**src/rtl/ram_loader_if.sv**
```systemverilog
// rtl/ram_loader_if.sv - frame byte stream and RAM bus signals of the RAM loader
interface ram_loader_if #(
    parameter int ADDR_WIDTH = 8,
    parameter int DATA_WIDTH = 8
);
    logic                  in_valid;
    logic [DATA_WIDTH-1:0] in_data;
    logic                  in_ready;
    logic [ADDR_WIDTH-1:0] ram_address;
    logic                  ram_write;
    logic [DATA_WIDTH-1:0] ram_write_data;
    logic [DATA_WIDTH-1:0] ram_data;
    logic                  busy;
    logic                  done;
    logic                  error;

    // master is the host/RAM side, slave is the loader
    modport master (
        output in_valid, in_data, ram_data,
        input  in_ready, ram_address, ram_write, ram_write_data, busy, done, error
    );

    modport slave (
        input  in_valid, in_data, ram_data,
        output in_ready, ram_address, ram_write, ram_write_data, busy, done, error
    );
endinterface

```
**src/rtl/ram_loader.sv**
```systemverilog
// rtl/ram_loader.sv - loads a framed byte stream (addr, len, payload, checksum) into RAM with read-back verify
module ram_loader #(
    parameter int ADDR_WIDTH = 8,
    parameter int DATA_WIDTH = 8
) (
    input  logic  clock,
    input  logic  reset,
    ram_loader_if.slave bus
);
    typedef enum logic [2:0] {
        IDLE,
        LEN,
        DATA,
        WRITE,
        VERIFY,
        CSUM
    } state_t;

    state_t                state_q, state_d;
    logic [ADDR_WIDTH-1:0] addr_q, addr_d;
    logic [DATA_WIDTH-1:0] count_q, count_d;
    logic [DATA_WIDTH-1:0] sum_q, sum_d;
    logic [DATA_WIDTH-1:0] byte_q, byte_d;
    logic [ADDR_WIDTH-1:0] ram_address_q, ram_address_d;
    logic [DATA_WIDTH-1:0] wdata_q, wdata_d;
    logic                  busy_q, busy_d;
    logic                  done_q, done_d;
    logic                  error_q, error_d;
    logic                  in_ready;
    logic                  ram_write;

    always_ff @(posedge clock) begin
        if (reset) begin
            state_q       <= IDLE;
            addr_q        <= '0;
            count_q       <= '0;
            sum_q         <= '0;
            byte_q        <= '0;
            ram_address_q <= '0;
            wdata_q       <= '0;
            busy_q        <= 1'b0;
            done_q        <= 1'b0;
            error_q       <= 1'b0;
        end else begin
            state_q       <= state_d;
            addr_q        <= addr_d;
            count_q       <= count_d;
            sum_q         <= sum_d;
            byte_q        <= byte_d;
            ram_address_q <= ram_address_d;
            wdata_q       <= wdata_d;
            busy_q        <= busy_d;
            done_q        <= done_d;
            error_q       <= error_d;
        end
    end

    always_comb begin
        state_d       = state_q;
        addr_d        = addr_q;
        count_d       = count_q;
        sum_d         = sum_q;
        byte_d        = byte_q;
        ram_address_d = ram_address_q;
        wdata_d       = wdata_q;
        busy_d        = busy_q;
        done_d        = done_q;
        error_d       = error_q;
        in_ready      = 1'b0;
        ram_write     = 1'b0;

        case (state_q)
            IDLE: begin
                in_ready = 1'b1;
                if (bus.in_valid) begin
                    addr_d  = ADDR_WIDTH'(bus.in_data);
                    sum_d   = bus.in_data;
                    done_d  = 1'b0;
                    error_d = 1'b0;
                    busy_d  = 1'b1;
                    state_d = LEN;
                end
            end
            LEN: begin
                in_ready = 1'b1;
                if (bus.in_valid) begin
                    count_d = bus.in_data;
                    sum_d   = sum_q + bus.in_data;
                    state_d = (bus.in_data == '0) ? CSUM : DATA;
                end
            end
            DATA: begin
                in_ready = 1'b1;
                if (bus.in_valid) begin
                    byte_d        = bus.in_data;
                    sum_d         = sum_q + bus.in_data;
                    // the RAM-facing registers are only loaded here so they hold while idle
                    ram_address_d = addr_q;
                    wdata_d       = bus.in_data;
                    state_d       = WRITE;
                end
            end
            WRITE: begin
                ram_write = 1'b1;
                state_d   = VERIFY;
            end
            VERIFY: begin
                if (bus.ram_data != byte_q) begin
                    error_d = 1'b1;
                    busy_d  = 1'b0;
                    state_d = IDLE;
                end else begin
                    addr_d  = addr_q + 1'b1;
                    count_d = count_q - 1'b1;
                    state_d = (count_q == DATA_WIDTH'(1)) ? CSUM : DATA;
                end
            end
            CSUM: begin
                in_ready = 1'b1;
                if (bus.in_valid) begin
                    if (bus.in_data == sum_q) begin
                        done_d = 1'b1;
                    end else begin
                        error_d = 1'b1;
                    end
                    busy_d  = 1'b0;
                    state_d = IDLE;
                end
            end
            default: begin
                state_d = IDLE;
            end
        endcase
    end

    assign bus.in_ready       = in_ready;
    assign bus.ram_write      = ram_write;
    assign bus.ram_address    = ram_address_q;
    assign bus.ram_write_data = wdata_q;
    assign bus.busy           = busy_q;
    assign bus.done           = done_q;
    assign bus.error          = error_q;
endmodule
```
**src/flat_wrapper.sv**
```systemverilog
// flat-port wrapper written by rule: the top's interface ports become plain ports
module ram_loader_flat 
#(
    parameter int ADDR_WIDTH = 8,
    parameter int DATA_WIDTH = 8
)
  (clock, reset, bus_in_valid, bus_in_data, bus_ram_data, bus_in_ready, bus_ram_address, bus_ram_write, bus_ram_write_data, bus_busy, bus_done, bus_error);
  ram_loader_if #(.ADDR_WIDTH(ADDR_WIDTH), .DATA_WIDTH(DATA_WIDTH)) bus_i ();
  input  logic clock;
  input  logic reset;
  input wire logic [$bits(bus_i.in_valid)-1:0] bus_in_valid;
  input wire logic [$bits(bus_i.in_data)-1:0] bus_in_data;
  input wire logic [$bits(bus_i.ram_data)-1:0] bus_ram_data;
  output wire logic [$bits(bus_i.in_ready)-1:0] bus_in_ready;
  output wire logic [$bits(bus_i.ram_address)-1:0] bus_ram_address;
  output wire logic [$bits(bus_i.ram_write)-1:0] bus_ram_write;
  output wire logic [$bits(bus_i.ram_write_data)-1:0] bus_ram_write_data;
  output wire logic [$bits(bus_i.busy)-1:0] bus_busy;
  output wire logic [$bits(bus_i.done)-1:0] bus_done;
  output wire logic [$bits(bus_i.error)-1:0] bus_error;
  assign bus_i.in_valid = bus_in_valid;
  assign bus_i.in_data = bus_in_data;
  assign bus_i.ram_data = bus_ram_data;
  assign bus_in_ready = bus_i.in_ready;
  assign bus_ram_address = bus_i.ram_address;
  assign bus_ram_write = bus_i.ram_write;
  assign bus_ram_write_data = bus_i.ram_write_data;
  assign bus_busy = bus_i.busy;
  assign bus_done = bus_i.done;
  assign bus_error = bus_i.error;
  ram_loader #(.ADDR_WIDTH(ADDR_WIDTH), .DATA_WIDTH(DATA_WIDTH)) u_core (.clock(clock), .reset(reset), .bus(bus_i));
endmodule
```
**config.mk**
```make
export PLATFORM = sky130hd
export DESIGN_NAME = ram_loader_flat
export DESIGN_NICKNAME = d
export VERILOG_FILES = /design/src/rtl/ram_loader_if.sv /design/src/rtl/ram_loader.sv /design/src/flat_wrapper.sv
export SDC_FILE = /design/constraint.sdc
export NUM_CORES = 1
export LEC_CHECK = 0
export ABC_AREA = 1
export BUFFER_PORTS_ARGS = -buffer_cell sky130_fd_sc_hd__buf_2
export CORE_ASPECT_RATIO = 0.8
export CORE_MARGIN = 4
export CORE_UTILIZATION = 60
export CTS_BUF_LIST = sky130_fd_sc_hd__clkbuf_2 sky130_fd_sc_hd__clkbuf_4 sky130_fd_sc_hd__clkbuf_8
export CTS_CLUSTER_DIAMETER = 60
export DETAILED_ROUTE_END_ITERATION = 10
export GPL_ROUTABILITY_DRIVEN = 0
export GPL_TIMING_DRIVEN = 0
export PLACE_DENSITY_LB_ADDON = 0.12
export SLEW_MARGIN = 20
export SYNTH_ARGS = -nofsm -noshare
export SYNTH_HDL_FRONTEND = slang
export SYNTH_SLANG_ARGS = --single-unit
```
**constraint.sdc**
```tcl
create_clock -name clock -period 4.3 [get_ports clock]
set_clock_uncertainty 0.05 [all_clocks]
set_input_delay 1.29 -clock clock [delete_from_list [all_inputs] [get_ports clock]]
set_output_delay 1.29 -clock clock [all_outputs]
set_load 0.01 [all_outputs]
```
# Word-level counts from Yosys, hierarchy flattened
# Index checks and enable logic that the tools add are counted.
# Widths: inputs -> output; s select.
[word_totals]
wordCells = 74
ff_bits = 46
in_bits = 19
out_inout_bits = 21
[classes]
add_sub_neg = 3
n_reduce_logical = 17
eq_ne = 17
mux = 28
[ops]
columns = ["cell", "count"]
rows = [
  ["$pmux 8 s2", 3],
  ["$mux 8", 4],
  ["$mux 3", 7],
  ["$pmux 3 s6", 1],
  ["$ne 2x2->1 const B", 6],
  ["$reduce_and 4->1", 3],
  ["$mux 1", 10],
  ["$reduce_and 3->1", 3],
  ["$add 8x1->8 const B", 1],
  ["$add 8x8->8", 1],
  ["$eq 8x1->1 const B", 1],
  ["$eq 8x8->1", 1],
  ["$logic_not 8->1", 1],
  ["$ne 8x8->1", 1],
  ["$reduce_bool 2->1", 4],
  ["$sub 8x1->8 const B", 1],
  ["$eq 3x2->1 const B", 2],
  ["$eq 3x3->1 const B", 2],
  ["$ne 2x1->1 const B", 3],
  ["$pmux 1 s3", 2],
  ["$reduce_and 5->1", 1],
  ["$reduce_or 4->1", 1],
  ["$eq 3x1->1 const B", 1],
  ["$logic_not 3->1", 1],
  ["4 further kinds", 4],
]

# Logic depth before layout (Yosys ltp)
# Gate-level depths: netlist (run 1).
[logic_depth]
ltp_word = 4
depth_mapped = 12
mapped_depth_nobuf = 12

# Worst setup path before layout (run 1)
# OpenSTA, ideal clock, no wires.
[synth_timing]
path_kind = "input -> register"
from = "in bus_in_data[0]"
to = "reg u_core.sum_q[6]"
arrival_ns = 2.457
setup_time_ns = 0.131
t_required_ns = 4.119
slack_ns = 1.663
path_buffers = 0
stages = 9
cell_sequence = "ha_1 -> inv_1 -> fa_1 -> o21ai_0 -> nand2_1 -> nand3_1 -> nand3_1 -> nand2_1 -> a21oi_2"
[synth_via]
elab_chain_len = 3
[synth_rtl]
columns = ["item", "line", "text"]
rows = [
  ["from (decl)", "flat_wrapper.sv:12", "input wire logic [$bits(bus_i.in_data)-1:0] bus_in_data;"],
  ["$add 8x8->8", "ram_loader.sv:88, ram_loader.sv:96", ""],
  ["$mux 8", "ram_loader.sv:86, ram_loader.sv:94", ""],
  ["$pmux 8 s2", "ram_loader.sv:72", "case (state_q)"],
  ["to (signal assigned)", "ram_loader.sv:48", "sum_q <= sum_d;"],
  ["to (decl)", "ram_loader.sv:22", "logic [DATA_WIDTH-1:0] sum_q, sum_d;"],
]
# Every way passes these cells. The select of a mux whose other input is x is not followed.
# A chain may end at the register's enable or synchronous reset.

# Worst setup path after layout (run 1)
[layout_timing]
from = "reg u_core.state_q[1]"
to = "out bus_ram_write"
[layout_via]
elab_chain_len = 2
[layout_rtl]
columns = ["item", "line", "text"]
rows = [
  ["from (decl)", "ram_loader.sv:19", "state_t state_q, state_d;"],
  ["from (signal assigned)", "ram_loader.sv:45", "state_q <= state_d;"],
  ["$eq 3x2->1", "ram_loader.sv:72", ""],
  ["$mux 1", "ram_loader.sv:72", ""],
  ["to (decl)", "flat_wrapper.sv:16", "output wire logic [$bits(bus_i.ram_write)-1:0] bus_ram_write;"],
]
# Every way passes these cells.

==> results of run 1 <==
-- per-stage QoR --
stage / hold slack [ns] / total power [uW]
after floorplan: 0.395 / 744
after global placement: 0.387 / 818
after detailed placement: 0.401 / 831
after CTS: 0.414 / 1110
after global routing: 0.443 / 1190
final: 0.411 / 1110
-- path summary, 6_finish.rpt --
check / end / slack, ns / cells after the start
worst max-delay path: bus_ram_write / 1.60 / 3
worst min-delay path: u_core.bus.ram_address[7] / 0.41 / 2
worst max register to register: u_core.sum_q[6] / 2.41 / 9
worst min register to register: u_core.bus.ram_address[7] / 0.41 / 2
-- per-layer routing --
metal	part of all wire, %	vias up	global-route usage (%)
met4	1.1	0	7.03
met2	43	134	40.2
li1	-	1556	-
met3	10	10	4.36
met1	45	1326	36.9
met5	0	-	0
-- cells by family after synthesis --
group | synth area share, %
flip-flops | 31.7
buffers and inverters | 10.7
AND/OR/NAND/NOR | 33.6
adder cells (fa/ha/maj) | 5.00
AO/OA/AOI/OAI | 16.9
XOR/XNOR | 2.11
-- power by group through the flow --
stage          logic [uW]  registers, uW  clock network, uW
5_1_grt               385            495                307
3_5_place_dp          331            499                  0
2_1_floorplan         246            498                  0
3_3_place_gp          320            499                  0
4_1_cts               334            490                290
6_report              337            491                284
-- tightest hold or removal path, stage by stage, from the launching register on --
cell and delay (ns):
dfxtp_1 0.31, nand2_1 0.06, a21oi_1 0.05
-- sequential cells by signal, summed over array words and instances (netlist names) --
register / flops
u_core.state_q: 3
u_core.count_q: 8
u_core.bus.done: 1
u_core.bus.busy: 1
u_core.sum_q: 8
u_core.bus.ram_address: 8
u_core.addr_q: 8
u_core.byte_q: 8
u_core.bus.error: 1
-- area by class of cell --
cell class              count  area share [%]
flip-flops and latches     46            28.2
clock inverters             1           0.153
multi-input cells         337            51.2
well taps                  60            2.30
inverters                  64            7.44
repair buffers             38            5.83
clock buffers               7            2.76
plain buffers              12            2.07
-- synthesized netlist by cell type, types with 3 or more instances --
cell type / instances
nand2_1: 131
inv_1: 57
dfxtp_1: 46
nor2_1: 44
a21oi_1: 42
nand3_1: 37
o21ai_0: 32
ha_1: 10
inv_2: 6
nand2_2: 6
clkbuf_1: 5
nor3_1: 5
xor2_1: 5
a31oi_1: 3
buf_2: 3
o211ai_1: 3
==> results.toml, run 1 <==
[yosys]
yosys_warnings = 0
synth_seq_area_share_pct = 31.7
syn_nets = 489
async_reset_ff_share_pct = 0
synth_edf_count = 0
synth_ff_type = "dfxtp_1"
post-synth-top-area-fraction_pct = 31.7
yosys.area.top_type = "dfxtp_1"
syn_area_sq_um = 2900
ys_seq_elements = 46
synth.area.top_cells = "dfxtp_1, nand2_1, inv_1"
avgSynthCellArea_sq_um = 6.33
synthCells = 459
yosysUniqueCellTypes = 34

[clock_tree]
clock-sinks = 46
cts_root_buf = "clkbuf_8"
ctsResizeCount = 0
cts_tree = "built"
clk_pin_slew_worst_paths_ns = 0.08
cts_setup_buffers = 0
clock_latency_ns = 0.31
cts_buffer_depth = 2
cts_buffers = 5
cts_hold_buf = 0
htreeDepth = 2

[global_route]
antenna_found_initial = 0
grt_pass1_vias = 2743
grt_pass1_wl_mm = 12.6
grt_max_degree = 14
gr-total-overflow = 0
grt_use_total_pct = 25.9

[placed_design]
numPortBuffers = 38
placed_cell_area_sq_um = 3170
dp_cells = 557
dp_hpwl_mm = 5.74
post-place-ws_ns = 1.33

[critical_path]
crit_type = "flop to primary output"
crit_slowest_cell = "dfxtp_1"
critPathBufInv = 2
path_delay_family = "flip-flops"
crit_start = "u_core.state_q[1]"
reg2reg_from = "u_core.sum_q[0]"
crit_arrival_ns = 1.36
startpoint_type = "flop"
path_max_fanout = 4
crit_path_end_kind = "primary output"
required_ns = 2.96
crit_chain = "inv_1, nor3_1, buf_2"
crit_path_max_incr_delay_ns = 0.45

[run]
cap_violations = 0

[sta]
worstMarginPinSlew_ns = 0.640
final-setup-viol-count = 0
layout_setup_ws_ns = 1.60
fin_setup_tns_ns = 0
hold_violations = 0
period_needed_ns = 2.70
rsz0062_at_grt = "false"
slew_viol_final = 0
max_freq_ghz = 0.371
slew_headroom_pct = 57.3
period_share_pct = 62.7

[pwr]
pwr-share-clk_pct = 25.5
comb_power_share_pct = 30.3
leakagePower_uw = 0.00160
switching_share_pct = 35.1
power_switching_uw = 390
intPower_uw = 721
p_seq_share_pct = 44.2
peakVddDrop_uv = 201
power.density_nw_per_um2 = 340

[routing]
viasPerCell = 5.36
initialDrtViolationCount = 272
ant_nets = 0
wl_mm = 7.44
num_vias = 3026
wl_per_cell_microns = 13.2
drc = 0
first_pass_iters = 5

[die]
fp.dieW_microns = 85.8
dieArea_sq_um = 6020
initial_core_util_pct = 62.8
core_area_sq_um = 4620
die_h_microns = 70.2
ioPinCount = 40
num_rows = 22

[finish]
n_fill_cell = 451
diodes = 0
seq_area_sq_um = 921
layout.nets = 534
stdcell_area_sq_um = 3260
area_growth_pct = 12.4
multi_input_area_sq_um = 1670
final_common_cell = "nand2_1"
stdcell_count = 565
final_cell_mix = "nand2_1, inv_1, dfxtp_1, nor2_1, a21oi_1"
final_layout_size_suffix_gt1_share_pct = 15.0
final_util_pct = 70.6

[min_path]
worstHoldStart = "u_core.bus.ram_address[7]"
hp-class = "flop to flop"

[outcome]
outcome = "completed"
(Power assumes the default switching activity.)
==> run 2, diff against run 1 <==
--- a/config.mk
+++ b/config.mk
@@ -5,11 +5,11 @@
 export SDC_FILE = /design/constraint.sdc
 export NUM_CORES = 1
 export LEC_CHECK = 0
-export ABC_AREA = 1
+export ABC_AREA = 0
 export BUFFER_PORTS_ARGS = -buffer_cell sky130_fd_sc_hd__buf_2
 export CORE_ASPECT_RATIO = 0.8
 export CORE_MARGIN = 4
-export CORE_UTILIZATION = 60
+export CORE_UTILIZATION = 54
 export CTS_BUF_LIST = sky130_fd_sc_hd__clkbuf_2 sky130_fd_sc_hd__clkbuf_4 sky130_fd_sc_hd__clkbuf_8
 export CTS_CLUSTER_DIAMETER = 60
 export DETAILED_ROUTE_END_ITERATION = 10
==> constraint.sdc (replaced) <==
create_clock -name clock -period 2.2 [get_ports clock]
set_clock_uncertainty 0.05 [all_clocks]
set_input_delay 0.66 -clock clock [delete_from_list [all_inputs] [get_ports clock]]
set_output_delay 0.66 -clock clock [all_outputs]
set_load 0.01 [all_outputs]
==> run 2 against run 1 <==
Effect of this change:
- area after synthesis fell by 2.2%
- via count down 3.2%
- sequential cell count stayed put
- clock power rose to 2.7 times the previous value
- combinational power is 46% higher
- worst setup slack got worse by 1.5 ns
- core utilization shrank 5.0 points
- critical path type unchanged
- cell area grew 1.1%
- final cell count is 15% lower
- largest cell class unchanged
- sequential share of layout area fell by 0.27 points
- synthesized cell count is 19% lower
- largest power group unchanged
==> results.toml, run 2 <==
[yosys]
synth_top_cells_by_count = "nand2_1, dfxtp_1, a21oi_1"
synth_most_common_cell = "nand2_1"
synth_edf_count = 0
yosys.area.top_type = "dfxtp_1"
post-synth-top-area-fraction_pct = 32.4
yosysUniqueCellTypes = 57
synthCells = 372
ys_seq_elements = 46
syn_area_sq_um = 2840
avgSynthCellArea_sq_um = 7.64
async_reset_ff_share_pct = 0
synth_ff_type = "dfxtp_1"
synth_seq_area_share_pct = 32.4
syn_nets = 402
synth.area.top_cells = "dfxtp_1, nand2_1, a21oi_1"
yosys_warnings = 0

[clock_tree]
cts_buffers = 5
cts_root_buf = "clkbuf_8"
cts_tree = "built"
cts_buffer_depth = 2
htreeDepth = 2
clk_pin_slew_worst_paths_ns = 0.09
clock_latency_ns = 0.31
clock-sinks = 46

[routing]
num_vias = 2928
viasPerCell = 6.09
initialDrtViolationCount = 249
ant_nets = 0
first_pass_iters = 4
wl_mm = 7.85
drc = 0
wl_per_cell_microns = 16.3

[sta]
layout_setup_ws_ns = 0.0664
period_share_pct = 97.0
hold_slack_ns = 0.400
hold_violations = 0
max_freq_ghz = 0.469
slew_viol_final = 0
slew_headroom_pct = 56.5
worstMarginPinSlew_ns = 0.649
final-setup-viol-count = 0
period_needed_ns = 2.13

[placed_design]
dp_hpwl_mm = 5.71
numPortBuffers = 37
post-place-ws_ns = -0.253
dp_cells = 471
placed_cell_area_sq_um = 3100

[die]
num_rows = 23
core_area_sq_um = 5040
fp.dieW_microns = 89.1
ioPinCount = 40
dieArea_sq_um = 6490
initial_core_util_pct = 56.4
die_h_microns = 72.9

[critical_path]
crit_start = "u_core.state_q[0]"
crit_path_end_kind = "primary output"
setup.worst_path.end = "bus_in_ready"
path_max_fanout = 10
crit_path_max_incr_delay_ns = 0.32
cpMostUsedCell = "buf_2"
worst_r2r_path_depth = 8
reg2reg_from = "u_core.state_q[1]"
reg2reg_to = "u_core.count_q[1]"
crit_slowest_cell = "dfxtp_1"
rrSetupSlack_ns = 0.23
startpoint_type = "flop"
required_ns = 1.49
crit_chain = "buf_2, clkbuf_4, mux2i_1, buf_2"
crit_arrival_ns = 1.42
crit_type = "flop to primary output"

[finish]
stdcell_area_sq_um = 3300
area_growth_pct = 16.2
diodes = 0
layout.nets = 448
final_layout_size_suffix_gt1_share_pct = 16.2
final_cell_mix = "nand2_1, dfxtp_1, buf_2, a21oi_1, nor2_1"
stdcell_count = 481
final_common_cell = "nand2_1"

[pwr]
leakagePower_uw = 0.00134
pwr-share-clk_pct = 35.0
peakVddDrop_uv = 462
power.density_nw_per_um2 = 670
switching_share_pct = 30.3
intPower_uw = 1540
p_seq_share_pct = 42.7
power_switching_uw = 669
comb_power_share_pct = 22.2

[global_route]
grt_max_degree = 16
antenna_found_initial = 0
grt_use_total_pct = 25.7
grt_pass1_wl_mm = 13.0
gr-total-overflow = 0
grt_pass1_vias = 2624

[min_path]
hp-class = "flop to flop"

[run]
cap_violations = 0

[outcome]
outcome = "completed"
[run 2: changes by cell type after synthesis, moves of 12 or more]
cell / before / now
nand3_1: 37 / 18
inv_1: 57 / 8
o21ai_0: 32 / 17
clkbuf_1: 5 / 17
nor2_1: 44 / 27
nand2_1: 131 / 59
[run 2: final cells by class]
class / instances / area [sq um]
Timing Repair Buffer: 39 / 200
Tap cell: 62 / 77.6
Buffer: 22 / 109
Clock inverter: 3 / 68.8
Clock buffer: 5 / 68.8
Sequential cell: 46 / 922
Multi-Input combinational cell: 296 / 1820
Inverter: 8 / 30.0
Fill cell: 455 / 1740
[run 2: worst min path at each step]
stage	endpoint	startpoint	depth (start not counted)
after global placement	u_core.bus.error	u_core.bus.error	2
after floorplan	u_core.bus.ram_address[7]	u_core.addr_q[7]	2
after detailed placement	u_core.bus.error	u_core.bus.error	2
after global routing	u_core.bus.ram_address[4]	u_core.bus.ram_address[4]	2
after CTS	u_core.bus.error	u_core.bus.error	2
final	u_core.bus.error	u_core.bus.error	2
[run 2: power by group through the flow]
stage               Combinational, uW  Sequential, uW  Clock (uW)
global route                      550             954         805
finish                            491             945         775
floorplan                         342             954           0
detailed placement                467             963           0
CTS                               475             943         776
global placement                  459             960           0
[run 2: repair_timing]
action                                  in CTS  in global routing
hold endpoints to repair                     0                  0
buffers inserted                             0                  2
hold buffers                                 0                  0
endpoints found under the setup margin       3                 14
gates resized for setup                      7                 12
pin swaps                                    0                  3
[run 2: stage by stage]
stage | power, uW | utilization (%) | setup TNS (ns)
detailed placement | 1430 | 61.6 | -3.71
CTS | 2190 | 64.8 | 0
global route | 2310 | 65.5 | -0.00115
floorplan | 1300 | - | 0
global placement | 1420 | 61.6 | -2.94
finish | 2210 | 65.5 | 0
[run 2: critical path, delay by kind of cell (launching register included)]
| kind | cells | cell delay (ns) |
|---|---|---|
| buffers and inverters | 3 | 0.61 |
| muxes | 1 | 0.18 |
| DFF | 1 | 0.32 |
[run 2: metal layers]
| layer | wire length, microns | track usage, % | up-vias |
|---|---|---|---|
| met5 | 0 | 0 | - |
| met4 | 150 | 7.60 | 0 |
| met3 | 729 | 6.32 | 16 |
| met2 | 3380 | 37.9 | 127 |
| met1 | 3590 | 37.0 | 1348 |
| li1 | - | - | 1437 |
[run 2: cell families after synthesis]
group / after synthesis / share of synthesized area, %
AO/OA/AOI/OAI: 112 / 24.9
XOR/XNOR: 12 / 3.70
adder cells (fa/ha/maj): 11 / 5.11
buffers and inverters: 30 / 4.14
flip-flops: 46 / 32.4
multiplexers: 5 / 1.76
AND/OR/NAND/NOR: 156 / 27.9
==> run 3, diff against run 2 <==
--- a/config.mk
+++ b/config.mk
@@ -8,7 +8,7 @@
 export ABC_AREA = 0
 export BUFFER_PORTS_ARGS = -buffer_cell sky130_fd_sc_hd__buf_2
 export CORE_ASPECT_RATIO = 0.8
-export CORE_MARGIN = 4
+export CORE_MARGIN = 2
 export CORE_UTILIZATION = 54
 export CTS_BUF_LIST = sky130_fd_sc_hd__clkbuf_2 sky130_fd_sc_hd__clkbuf_4 sky130_fd_sc_hd__clkbuf_8
 export CTS_CLUSTER_DIAMETER = 60
==> run 3 against run 2 <==
Effect of this change:
- worst hold slack about the same
- sequential cell count did not move
- core utilization is 0.65 points lower
- clock power fell by 16%
- clock-buffer cell count unchanged
- critical path type is now primary input to flop
- critical endpoint is now u_core.sum_q[6]
- highest routed layer unchanged
==> results.toml, run 3 (synthesis results as in run 2) <==
[die]
die_h_microns = 68.9
num_rows = 23
ioPinCount = 40
fp.dieW_microns = 85.1
core_area_sq_um = 5040
initial_core_util_pct = 56.4
dieArea_sq_um = 5860

[routing]
ant_nets = 0
num_vias = 2968
viasPerCell = 6.20
wl_per_cell_microns = 16.1
initialDrtViolationCount = 225
first_pass_iters = 5
wl_mm = 7.72
drc = 0

[pwr]
power_switching_uw = 664
leakagePower_uw = 0.00132
pwr-share-clk_pct = 31.3
intPower_uw = 1420
power.density_nw_per_um2 = 638
peakVddDrop_uv = 368
p_seq_share_pct = 45.3
power_uw = 2090
comb_power_share_pct = 23.4
switching_share_pct = 31.8

[finish]
final_cell_mix = "nand2_1, dfxtp_1, buf_2, a21oi_1, nor2_1"
area_growth_pct = 15.1
seq_area_sq_um = 922
final_common_cell = "nand2_1"
multi_input_area_sq_um = 1830
layout.nets = 446
n_fill_cell = 471
final_layout_size_suffix_gt1_share_pct = 16.1
diodes = 0

[sta]
max_freq_ghz = 0.469
rsz0062_at_grt = "false"
fin_setup_tns_ns = 0
final-setup-viol-count = 0
slew_viol_final = 0
worstMarginPinSlew_ns = 0.611
period_share_pct = 97.0
period_needed_ns = 2.13
hold_violations = 0
slew_headroom_pct = 59.1

[clock_tree]
clock_latency_ns = 0.31
clk_pin_slew_worst_paths_ns = 0.09
cts_tree = "built"
cts_buffers = 5
cts_hold_buf = 0
htreeDepth = 2
cts_buffer_depth = 2
cts_root_buf = "clkbuf_8"
clock-sinks = 46

[critical_path]
startpoint_type = "primary input"
crit_type = "primary input to flop"
required_ns = 2.33
crit_arrival_ns = 2.26
path_max_fanout = 6
crit_path_end_kind = "flop"
worst_r2r_path_depth = 7

[global_route]
grt_max_degree = 20
antenna_found_initial = 0
gr-total-overflow = 0
grt_use_total_pct = 27.2
grt_pass1_vias = 2483
grt_pass1_wl_mm = 12.3

[outcome]
outcome = "completed"

[placed_design]
dp_hpwl_mm = 5.62
numPortBuffers = 37

[run]
cap_violations = 0

[min_path]
hp-class = "flop to flop"
hold-path-cell-count = 2
## run 3: critical path, stage by stage
cell and delay [ns]:
buf_2 0.16, ha_1 0.38, nor2b_2 0.19, o2111a_1 0.25, or3_1 0.35, a31oi_1 0.18, a211oi_1 0.09
## run 3: repair_timing
| item | in CTS | in global routing |
|---|---|---|
| setup buffers | 0 | 1 |
| setup endpoints to repair | 2 | 20 |
| resized for setup | 6 | 12 |
| endpoints found under the hold margin | 0 | 0 |
| pin swaps | 0 | 1 |
| gates cloned | 0 | 0 |
## run 3: final timing paths
path / end / startpoint / slack [ns]
setup / recovery: u_core.sum_q[6] / bus_in_data[2] / 0.07
setup reg to reg: u_core.addr_q[1] / u_core.state_q[0] / 0.18
hold reg to reg: u_core.bus.error / u_core.bus.error / 0.40
hold / removal: u_core.bus.error / u_core.bus.error / 0.40
## run 3: power by group through the flow
stage               sequential (uW)  clock, uW  combinational, uW
floorplan                       954          0                342
global placement                960          0                460
detailed placement              963          0                469
CTS                             943        656                471
global route                    954        694                545
finish                          945        652                489
## run 3: cell type report
cell class,count,area share [%]
clock buffers,5,2.11
multi-input cells,296,56.0
clock inverters,3,1.38
plain buffers,21,3.10
inverters,8,0.919
repair buffers,38,5.90
flip-flops and latches,46,28.2
well taps,62,2.37
## run 3: per-stage QoR
step                      worst slack, ns  cells  cell area (sq um)  util, %  hold slack, ns
after CTS                          0.0152    478               3230     64.1           0.404
after global placement             -0.263    471               3100     61.6           0.384
after detailed placement           -0.273    471               3100     61.6           0.391
after floorplan                    0.0558    372               2840        -           0.394
after global routing              0.00324    479               3270     64.9           0.430
final                              0.0671    479               3270     64.9           0.400
## run 3: metal layers
layer / GRT usage (%) / wire [microns] / up-vias
met5: 0 / 0 / -
met4: 8.73 / 112 / 0
met3: 5.60 / 638 / 14
met2: 41.6 / 3370 / 125
met1: 38.6 / 3600 / 1389
li1: - / - / 1440
